--- config.mk ---
export PLATFORM = sky130hd
export DESIGN_NAME = data_bus_stall_bridge_flat
export DESIGN_NICKNAME = d
export VERILOG_FILES = /design/src/rtl/data_bus_stall_bridge_if.sv /design/src/rtl/data_bus_stall_bridge.sv /design/src/flat_wrapper.sv
export SDC_FILE = /design/constraint.sdc
export NUM_CORES = 1
export LEC_CHECK = 0
export BUFFER_PORTS_ARGS = -buffer_cell sky130_fd_sc_hd__buf_2
export CAP_MARGIN = 40
export CORE_UTILIZATION = 40
export DETAILED_ROUTE_END_ITERATION = 8
export PLACE_DENSITY = 0.75
export SYNTH_ARGS = -nofsm -noshare
export SYNTH_HDL_FRONTEND = slang
export SYNTH_SLANG_ARGS = --single-unit
--- constraint.sdc ---
create_clock -name clk -period 4.1 [get_ports clk]
set_clock_uncertainty 0.2 [all_clocks]
set_input_delay 0.82 -clock clk [delete_from_list [all_inputs] [get_ports clk]]
set_output_delay 0.82 -clock clk [all_outputs]
set_load 0.01 [all_outputs]
--- src/rtl/data_bus_stall_bridge_if.sv ---
// Data-port bundle between the CPU, the stall bridge and the data memory.
// The bridge takes the master modport (it masters the memory bus and answers
// the CPU); the environment (CPU + memory) takes the slave modport.
interface data_bus_stall_bridge_if;
  // CPU side
  logic [31:0] data_address;
  logic        data_read;
  logic        data_write;
  logic [31:0] data_writedata;
  logic [31:0] data_readdata;
  // memory side
  logic [31:0] mem_address;
  logic        mem_read;
  logic        mem_write;
  logic [31:0] mem_writedata;
  logic [31:0] mem_readdata;
  logic        mem_waitrequest;

  modport master (
    input  data_address, data_read, data_write, data_writedata,
    output data_readdata,
    output mem_address, mem_read, mem_write, mem_writedata,
    input  mem_readdata, mem_waitrequest
  );

  modport slave (
    output data_address, data_read, data_write, data_writedata,
    input  data_readdata,
    input  mem_address, mem_read, mem_write, mem_writedata,
    output mem_readdata, mem_waitrequest
  );
endinterface

--- src/rtl/data_bus_stall_bridge.sv ---
// data_bus_stall_bridge: turns the CPU's single-cycle data port into a
// wait-request bus transaction, freezing the CPU via cpu_clock_enable while
// the access is in flight. Includes a timeout watchdog and sticky errors.
// Optional macro BRIDGE_STATS_EN adds read/write/stall counters; without it
// the counter ports are tied to zero.
module data_bus_stall_bridge #(
  parameter int unsigned TIMEOUT_CYCLES = 256,
  parameter logic [31:0] ERROR_READDATA = 32'hDEADBEEF
) (
  input  logic                          clk,
  input  logic                          reset,
  input  logic                          sys_clock_enable,
  output logic                          cpu_clock_enable,
  data_bus_stall_bridge_if.master       bus,
  output logic                          timeout_error,
  output logic                          protocol_error,
  output logic [31:0]                   read_count,
  output logic [31:0]                   write_count,
  output logic [31:0]                   stall_cycles
);

  typedef enum logic [1:0] {
    IDLE    = 2'd0,
    BUSY    = 2'd1,
    RELEASE = 2'd2
  } state_t;

  localparam logic [15:0] TMO_LAST = 16'(TIMEOUT_CYCLES - 32'd1);

  state_t      state_r, state_s;
  logic        capture_s, done_s, abort_s, cpu_ce_s, req_s;
  logic        mem_read_r, mem_write_r;
  logic [31:0] mem_address_r, mem_writedata_r, rdata_r;
  logic [15:0] tmo_cnt_r;
  logic        timeout_error_r, protocol_error_r;

  assign req_s = bus.data_read | bus.data_write;

  // Next-state decode and CPU clock-enable gating.
  always_comb begin
    state_s   = state_r;
    capture_s = 1'b0;
    done_s    = 1'b0;
    abort_s   = 1'b0;
    cpu_ce_s  = 1'b0;
    case (state_r)
      IDLE: begin
        // A pending request must not let the CPU advance this cycle.
        cpu_ce_s = sys_clock_enable & ~req_s;
        if (sys_clock_enable && req_s) begin
          capture_s = 1'b1;
          state_s   = BUSY;
        end else begin
          state_s   = IDLE;
        end
      end
      BUSY: begin
        cpu_ce_s = 1'b0;
        if (!bus.mem_waitrequest) begin
          done_s  = 1'b1;
          state_s = RELEASE;
        end else if (tmo_cnt_r == TMO_LAST) begin
          abort_s = 1'b1;
          state_s = RELEASE;
        end else begin
          state_s = BUSY;
        end
      end
      RELEASE: begin
        // Leaving only on an enabled edge guarantees the CPU consumes the data.
        cpu_ce_s = sys_clock_enable;
        if (sys_clock_enable) begin
          state_s = IDLE;
        end else begin
          state_s = RELEASE;
        end
      end
      default: begin
        cpu_ce_s = 1'b0;
        state_s  = IDLE;
      end
    endcase
  end

  // State register, bus strobes/holding registers, watchdog and sticky errors.
  always_ff @(posedge clk) begin
    if (reset) begin
      state_r          <= IDLE;
      mem_read_r       <= 1'b0;
      mem_write_r      <= 1'b0;
      mem_address_r    <= 32'd0;
      mem_writedata_r  <= 32'd0;
      rdata_r          <= 32'd0;
      tmo_cnt_r        <= 16'd0;
      timeout_error_r  <= 1'b0;
      protocol_error_r <= 1'b0;
    end else begin
      state_r <= state_s;
      if (capture_s) begin
        // Write wins when both strobes are high.
        mem_address_r   <= bus.data_address;
        mem_writedata_r <= bus.data_writedata;
        mem_write_r     <= bus.data_write;
        mem_read_r      <= ~bus.data_write;
        tmo_cnt_r       <= 16'd0;
        if (bus.data_read && bus.data_write) begin
          protocol_error_r <= 1'b1;
        end
      end else if (done_s) begin
        if (mem_read_r) begin
          rdata_r <= bus.mem_readdata;
        end
        mem_read_r  <= 1'b0;
        mem_write_r <= 1'b0;
      end else if (abort_s) begin
        rdata_r         <= ERROR_READDATA;
        mem_read_r      <= 1'b0;
        mem_write_r     <= 1'b0;
        timeout_error_r <= 1'b1;
      end else if (state_r == BUSY) begin
        tmo_cnt_r <= tmo_cnt_r + 16'd1;
      end
    end
  end

`ifdef BRIDGE_STATS_EN
  logic [31:0] read_count_r, write_count_r, stall_cycles_r;

  // Access and stall statistics; counters wrap naturally at 2^32.
  always_ff @(posedge clk) begin
    if (reset) begin
      read_count_r   <= 32'd0;
      write_count_r  <= 32'd0;
      stall_cycles_r <= 32'd0;
    end else begin
      if ((done_s || abort_s) && mem_read_r) begin
        read_count_r <= read_count_r + 32'd1;
      end
      if ((done_s || abort_s) && mem_write_r) begin
        write_count_r <= write_count_r + 32'd1;
      end
      if (sys_clock_enable && !cpu_ce_s) begin
        stall_cycles_r <= stall_cycles_r + 32'd1;
      end
    end
  end

  assign read_count   = read_count_r;
  assign write_count  = write_count_r;
  assign stall_cycles = stall_cycles_r;
`else
  assign read_count   = 32'd0;
  assign write_count  = 32'd0;
  assign stall_cycles = 32'd0;
`endif

  assign cpu_clock_enable  = cpu_ce_s;
  assign bus.mem_read      = mem_read_r;
  assign bus.mem_write     = mem_write_r;
  assign bus.mem_address   = mem_address_r;
  assign bus.mem_writedata = mem_writedata_r;
  assign bus.data_readdata = (state_r == RELEASE) ? rdata_r : 32'd0;
  assign timeout_error     = timeout_error_r;
  assign protocol_error    = protocol_error_r;

endmodule

--- src/flat_wrapper.sv ---
// flat-port wrapper written by rule: the top's interface ports become plain ports
module data_bus_stall_bridge_flat 
#(
  parameter int unsigned TIMEOUT_CYCLES = 256,
  parameter logic [31:0] ERROR_READDATA = 32'hDEADBEEF
)
  (clk, reset, sys_clock_enable, cpu_clock_enable, timeout_error, protocol_error, read_count, write_count, stall_cycles, bus_data_address, bus_data_read, bus_data_write, bus_data_writedata, bus_data_readdata, bus_mem_address, bus_mem_read, bus_mem_write, bus_mem_writedata, bus_mem_readdata, bus_mem_waitrequest);
  data_bus_stall_bridge_if bus_i ();
  input  logic clk;
  input  logic reset;
  input  logic sys_clock_enable;
  output logic cpu_clock_enable;
  output logic timeout_error;
  output logic protocol_error;
  output logic [31:0] read_count;
  output logic [31:0] write_count;
  output logic [31:0] stall_cycles;
  input wire logic [$bits(bus_i.data_address)-1:0] bus_data_address;
  input wire logic [$bits(bus_i.data_read)-1:0] bus_data_read;
  input wire logic [$bits(bus_i.data_write)-1:0] bus_data_write;
  input wire logic [$bits(bus_i.data_writedata)-1:0] bus_data_writedata;
  output wire logic [$bits(bus_i.data_readdata)-1:0] bus_data_readdata;
  output wire logic [$bits(bus_i.mem_address)-1:0] bus_mem_address;
  output wire logic [$bits(bus_i.mem_read)-1:0] bus_mem_read;
  output wire logic [$bits(bus_i.mem_write)-1:0] bus_mem_write;
  output wire logic [$bits(bus_i.mem_writedata)-1:0] bus_mem_writedata;
  input wire logic [$bits(bus_i.mem_readdata)-1:0] bus_mem_readdata;
  input wire logic [$bits(bus_i.mem_waitrequest)-1:0] bus_mem_waitrequest;
  assign bus_i.data_address = bus_data_address;
  assign bus_i.data_read = bus_data_read;
  assign bus_i.data_write = bus_data_write;
  assign bus_i.data_writedata = bus_data_writedata;
  assign bus_data_readdata = bus_i.data_readdata;
  assign bus_mem_address = bus_i.mem_address;
  assign bus_mem_read = bus_i.mem_read;
  assign bus_mem_write = bus_i.mem_write;
  assign bus_mem_writedata = bus_i.mem_writedata;
  assign bus_i.mem_readdata = bus_mem_readdata;
  assign bus_i.mem_waitrequest = bus_mem_waitrequest;
  data_bus_stall_bridge #(.TIMEOUT_CYCLES(TIMEOUT_CYCLES), .ERROR_READDATA(ERROR_READDATA)) u_core (.clk(clk), .reset(reset), .sys_clock_enable(sys_clock_enable), .cpu_clock_enable(cpu_clock_enable), .bus(bus_i), .timeout_error(timeout_error), .protocol_error(protocol_error), .read_count(read_count), .write_count(write_count), .stall_cycles(stall_cycles));
endmodule
==> metrics.txt, run 1 <==
result of the run=complete, no violations; EDFF count, synth=0; number of violations reported at the end of detailed-routing iteration 0=189; class of the most critical setup path=register to output pin; clock sink count=118; top cell type's share of synthesized area=around 44%; most instantiated flip-flop cell in the synthesis netlist=dfxtp_1; total internal power=0.00226 W; ANT nets after route=0; die area=14,000 um2; post-synthesis register bit count=about 120; # fillers=1,296; worst vdd rail ir drop=282 uV; Inserted Clock Buffers=17; worst relative slew slack=54.5%; number of max-slew violations in the final report=0; worst setup path start=u_core.state_r[1]; power share of the sequential group=40.8%; portion of the post-synthesis area used by sequential elements=between 40% and 50%; chip height=118 um; Sequential Area=between 2000 and 2500 um2; kind of launch point of the worst setup path=register; commonest cells after routing, fill and taps aside=buf_2, nand2_1, dfxtp_1; power density relative to cell area=442 nW/um2; Synth Instances=630; die width=118 um; count of H-tree levels built during CTS=4; RSZ-0062 raised after global routing=no; transition time at the pin with the least slew margin=682 ps; critical path required time=3080 ps; count of distinct cell types in the synthesized netlist=46; Post CTS Setup Buffer Count=0; min cycle time layout=2650 ps; Final setup viols=0; GR Overflow Total=0; detailed-placement wirelength estimate=8830 um; switching part of the total=24.3%; detailed-route DRC error count=0; pin count of the biggest net entering global routing=65; multi-input combinational cell area=2470 um2; number of antenna violations at the first check in global routing=0; Arr. time, crit path=approximately 1600 ps; post-synthesis cell area=5400 um2; FP Rows=between 40 and 50; cts repair resizes=0; post-route fraction of the period consumed by the critical path=around 65%; wire per inst=12.6 um; switching power total=0.000724 W; Logic pwr share=roughly a tenth; Area Overhead vs Synth=25.1%; leading cell type in the layout, fill and taps excluded=buf_2; yosys warns=0; port buffer count=202; number of buffers inserted for hold repair after clock tree synthesis=0; hold path startpoint=u_core.bus.mem_writedata[23]; DR vias=4,725; Final Routed Wirelength=12,700 um; kind of end point of the critical path=output pin; area of the core=13,200 um2; clock tree root buffer cell=clkbuf_16; hold violation count in the final report=0; layout cells sized above 1=30.4%; clock transition at the registers of the reported paths=50 ps; cell type contributing the most total cell area after synthesis=dfxtp_1; final layout net count=921; effective utilization at floorplan=40.9%; leading cell types by total area after synthesis=dfxtp_1, buf_4, nand2_1, a21oi_1, o221a_1; post-placement cell count=975; mean area per synthesized cell=about 8.6 um2; Clk network pwr share=49.3%; aggregate negative setup slack=0 ps; top achievable clock speed=377 MHz; area of all placed cells without fillers=about 6800 um2; total routing usage reported by global routing=18.3%; number of cells in the finished layout apart from fillers=between 1,000 and 1,500; Vias per Instance=4.69; antenna fix cells=0; clock network latency to the later pin of the worst-skew pair=410 ps; via count of the first global-routing pass=~4,200; post-placement cell area=6150 um2; DRT Pass-1 Iters=6; Core Util, Final=51.2%; proportion of synthesized flip-flops having asynchronous set or reset=0%; global-route wire length before repair=20,400 um; Tightest Hold Check Type=register to register; source of the worst register-to-register timing path=u_core.state_r[0]; crit-path max FO=33; max-cap violations=0; standby leakage power=3.12 nW; I/O pin cnt=between 200 and 300; routability-driven placement congestion ratio=approximately 0.74; clock tree from TritonCTS=done; Clock Path Buffers=2
[state kept, by name, summed over array words and instances, names as in the netlist]
register                  cells
u_core.bus.mem_write          1
u_core.bus.mem_address       32
u_core.timeout_error          1
u_core.bus.mem_read           1
u_core.bus.mem_writedata     32
u_core.protocol_error         1
u_core.state_r                2
u_core.rdata_r               32
u_core.tmo_cnt_r             16
[cell type report]
cell class	instances	share of cell area, %
tap	176	3.26
timing repair buffer	210	16.0
inverter	5	0.278
clock buffer	26	7.99
sequential	118	35.0
clock inverter	6	0.927
multi-input combinational	466	36.6
[power groups by stage]
stage	sequential, W	combinational [W]	clock, W
floorplan	0.00126	0.000222	0
global placement	0.00124	0.000295	0
detailed placement	0.00124	0.000297	0
CTS	0.00122	0.000297	0.00149
global route	0.00122	0.000329	0.00156
finish	0.00122	0.000296	0.00147
[worst paths after layout]
| path | end | slack, ps | cells past startpoint |
|---|---|---|---|
| setup / recovery | bus_data_readdata[14] | 1450 | 4 |
| hold / removal | u_core.bus.mem_writedata[23] | 250 | 2 |
| setup reg to reg | u_core.tmo_cnt_r[3] | 1870 | 4 |
| hold reg to reg | u_core.bus.mem_writedata[23] | 250 | 2 |
[cell families after synthesis]
| family | Yosys count | synth area share [%] |
|---|---|---|
| buf+inv | 141 | 17.2 |
| flops | 118 | 43.8 |
| compound gates | 143 | 18.1 |
| fa+ha+maj | 1 | 0.232 |
| simple gates | 226 | 20.7 |
| other cells | 1 | 0.0695 |
[through the flow]
step / setup WS [ps] / power [W] / hold slack, ps
after floorplan: 1840 / 0.00148 / 252
after CTS: 1410 / 0.00301 / 250
after global routing: 1300 / 0.00311 / 263
final: 1450 / 0.00298 / 247
after global placement: 1420 / 0.00153 / 239
after detailed placement: 1410 / 0.00154 / 243
[worst max-delay path, cell delays in order (launching register included)]
cell and delay, ps:
dfxtp_1 420, nor2b_1 160, buf_4 290, and2_1 200, buf_2 140
[metal layers]
layer | vias to the layer above | global-route usage, % | routed length [um]
met2 | 169 | 29.9 | 6160
met3 | 23 | 6.56 | 905
met4 | 0 | 7.05 | 225
met5 | - | 0 | 0
met1 | 2189 | 22.0 | 5420
li1 | 2344 | - | -
[synthesized netlist by cell type, types with 4 or more instances]
library cell and n:
nand2_1 134, a32o_1 8, nor2_1 4, nand3_1 9, nand4_1 4, or4_1 12, o21ai_1 4, o221a_1 22
or3_1 4, and2_1 34, buf_4 96, nor2b_1 11, buf_1 6, inv_1 5, o31ai_1 11, a21oi_1 84
clkbuf_1 29, dfxtp_1 118
Power figures use the tool's default switching activity.
==> run 2, diff against run 1 <==
--- a/config.mk
+++ b/config.mk
@@ -5,11 +5,12 @@
 export SDC_FILE = /design/constraint.sdc
 export NUM_CORES = 1
 export LEC_CHECK = 0
+export ABC_AREA = 1
 export BUFFER_PORTS_ARGS = -buffer_cell sky130_fd_sc_hd__buf_2
 export CAP_MARGIN = 40
 export CORE_UTILIZATION = 40
 export DETAILED_ROUTE_END_ITERATION = 8
-export PLACE_DENSITY = 0.75
+export PLACE_DENSITY = 0.73
 export SYNTH_ARGS = -nofsm -noshare
 export SYNTH_HDL_FRONTEND = slang
 export SYNTH_SLANG_ARGS = --single-unit
==> constraint.sdc (replaced) <==
create_clock -name clk -period 2.6 [get_ports clk]
set_clock_uncertainty 0.2 [all_clocks]
set_input_delay 0.52 -clock clk [delete_from_list [all_inputs] [get_ports clk]]
set_output_delay 0.52 -clock clk [all_outputs]
set_load 0.01 [all_outputs]
==> run 2 against run 1 <==
Compared with the run above: global-route usage increased by 0.95 points; synthesized cell count is 35% higher; first-iteration DRC count increased by 38%; critical path depth stayed put; cell area is 7.8% higher; die area up 11%; via count up 16%; non-clock buffer count increased by 4; wire length rose by 16%; combinational power increased by 90%.
==> metrics.txt, run 2 <==
result of the run=complete, no violations (unchanged); GR Overflow Total=0 (unchanged); top achievable clock speed=441 MHz; transition time at the pin with the least slew margin=569 ps (was 682 ps); mean area per synthesized cell=7.02 um2 (was 8.57 um2); critical path required time=1880 ps (was 3080 ps); top cell type's share of synthesized area=39.5% (was 43.8%); layout cells sized above 1=27.1% (was 30.4%); clock tree from TritonCTS=done (unchanged); aggregate negative setup slack=0 ps (unchanged); DRT Pass-1 Iters=4 (was 6); min cycle time layout=around 2300 ps; Final setup viols=0 (unchanged); most instantiated flip-flop cell in the synthesis netlist=dfxtp_1 (unchanged); wire per inst=12.0 um (was 12.6 um); Pwr Total=0.00469 W (was 0.00298 W); routability-driven placement congestion ratio=0.798 (was 0.745); Area Overhead vs Synth=21.8% (was 25.1%); most repeated cell in the gate-level netlist after synthesis=nand2_1 (unchanged); leading cell type in the layout, fill and taps excluded=nand2_1 (was buf_2); chip height=124 um (was 118 um); Vias per Instance=4.43 (was 4.69); commonest cells in the synthesized netlist=nand2_1, dfxtp_1, nor2_1 (was nand2_1, dfxtp_1, buf_4); antenna fix cells=0 (unchanged); count of distinct cell types in the synthesized netlist=31 (was 46); FP Rows=44 (was 42); Post CTS Setup Buffer Count=0 (unchanged); area of the core=14,500 um2 (was 13,200 um2); die width=124 um (was 118 um); RSZ-0062 raised after global routing=no (unchanged); count of H-tree levels built during CTS=4 (unchanged); met3 routed WL=1130 um (was 905 um); Final Routed Wirelength=14,800 um (was 12,700 um); clock tree root buffer cell=clkbuf_16 (unchanged); global-route wire length before repair=24,200 um (was 20,400 um); final layout net count=1,143 (was 921); sequence of cells on the critical path=nand2_1 > buf_4 > nor2_1 > buf_2 (was nor2b_1 > buf_4 > and2_1 > buf_2); portion of the post-synthesis area used by sequential elements=39.5% (was 43.8%); class of the most critical setup path=register to output pin (unchanged); clock sink count=118 (unchanged); kind of launch point of the worst setup path=register (unchanged); kind of end point of the critical path=output pin (unchanged); cell type contributing the most total cell area after synthesis=dfxtp_1 (unchanged); met2 routed WL=7190 um (was 6160 um); worst vdd rail ir drop=490 uV (was 282 uV); DR vias=5,474 (was 4,725); critical path's largest stage delay=470 ps (was 420 ps); Core Util, Final=50.1% (was 51.2%); Clock Path Buffers=2 (unchanged); Inserted Clock Buffers=17 (unchanged); post-synthesis cell area=5980 um2 (was 5400 um2); clock transition at the registers of the reported paths=60 ps (was 50 ps); Tightest Hold Check Type=input port to register (was register to register); wl on met1=6350 um (was 5420 um); I/O pin cnt=299 (unchanged); pin count of the biggest net entering global routing=65 (unchanged); crit-path max FO=32 (was 33); worst relative slew slack=62.0% (was 54.5%); number of antenna violations at the first check in global routing=0 (unchanged); clock network latency to the later pin of the worst-skew pair=410 ps (about the same); port buffer count=202 (unchanged); max-cap violations=0 (unchanged); detailed-placement wirelength estimate=10,500 um (was 8830 um); Arr. time, crit path=1550 ps (was 1630 ps); effective utilization at floorplan=41.1% (was 40.9%); ANT nets after route=0 (unchanged); Slowest cell on crit path=dfxtp_1 (unchanged); standby leakage power=3.49 nW (was 3.12 nW); number of buffers inserted for hold repair after clock tree synthesis=0 (unchanged); die area=15,400 um2 (was 14,000 um2); worst hold margin=149 ps (was 247 ps); hold violation count in the final report=0 (unchanged); Synth Instances=851 (was 630); yosys warns=0 (unchanged); highest metal layer with signal wires=met4 (unchanged); power density relative to cell area=645 nW/um2 (was 442 nW/um2); total routing usage reported by global routing=19.3% (was 18.3%); leading cell types by total area after synthesis=dfxtp_1, nand2_1, buf_4, nor2_1, a21oi_1 (was dfxtp_1, buf_4, nand2_1, a21oi_1, o221a_1); cts repair resizes=0 (unchanged); proportion of synthesized flip-flops having asynchronous set or reset=0% (unchanged); detailed-route DRC error count=0 (unchanged); EDFF count, synth=0 (unchanged); commonest cells after routing, fill and taps aside=nand2_1, buf_2, dfxtp_1 (was buf_2, nand2_1, dfxtp_1); post-route fraction of the period consumed by the critical path=87.2%; via count of the first global-routing pass=4,976 (was 4,241); number of violations reported at the end of detailed-routing iteration 0=260 (was 189); post-synthesis register bit count=118 (unchanged); number of max-slew violations in the final report=0 (unchanged)
## run 2: changes by cell type in the layout (fill, tap and decap cells not counted), moves of 11 or more
cell | previous run | this run
nor2_1 | 3 | 116
nand4_1 | 4 | 34
o31ai_1 | 11 | 0
inv_1 | 5 | 54
and2_1 | 34 | 0
or4_1 | 12 | 0
nor2b_1 | 11 | 0
o221a_1 | 22 | 0
nor2_2 | 0 | 22
nand2_1 | 134 | 233
## run 2: logic make-up (layout without fill, tap and decap cells)
| kind of cell | Yosys count | in the layout | share of synthesized area [%] |
|---|---|---|---|
| XOR/XNOR | 7 | 7 | 1.03 |
| adder cells (fa/ha/maj) | 1 | 1 | 0.209 |
| AO/OA/AOI/OAI | 91 | 91 | 7.66 |
| buffers and inverters | 200 | 305 | 19.9 |
| flip-flops | 118 | 118 | 39.5 |
| AND/OR/NAND/NOR | 433 | 433 | 31.6 |
| other | 1 | 96 | 0.0628 |
## run 2: final timing paths
check	startpoint	end	slack (ps)	cells past startpoint
max reg2reg	u_core.state_r[1]	u_core.rdata_r[31]	580	7
max	u_core.state_r[1]	bus_data_readdata[22]	330	4
min reg2reg	u_core.protocol_error	u_core.protocol_error	250	2
min	bus_data_writedata[31]	u_core.bus.mem_writedata[31]	150	3
## run 2: through the flow
step | cell area, um2 | instances | setup slack [ps]
floorplan | 6330 | 946 | 869
global placement | 6720 | 1205 | 579
detailed placement | 6720 | 1205 | 528
CTS | 7280 | 1235 | 293
global route | 7280 | 1235 | 207
finish | 7280 | 1235 | 332
## run 2: metal layers
metal	GRT usage (%)	vias to the layer above
met5	0	-
met4	5.95	0
met3	7.07	8
met2	31.7	185
met1	23.4	2449
li1	-	2832
## run 2: worst max-delay path: cells and delay by family, from the launching register on
family,cells,cell delay (ps)
flops,1,470
simple gates,2,260
buf+inv,2,400
## run 2: final cells by class
type	instances	area, um2
sequential	118	2360
multi-input combinational	628	2780
inverter	61	231
tap	184	230
clock inverter	9	77.6
timing repair buffer	214	1110
clock buffer	21	480
fill	1535	7260
## run 2: power breakdown
group	switching [W]	internal (W)	total [W]
combinational	0.000374	0.000189	0.000563
sequential	0.0000400	0.00189	0.00193
clock	0.000811	0.00139	0.00220
total	0.00123	0.00347	0.00469
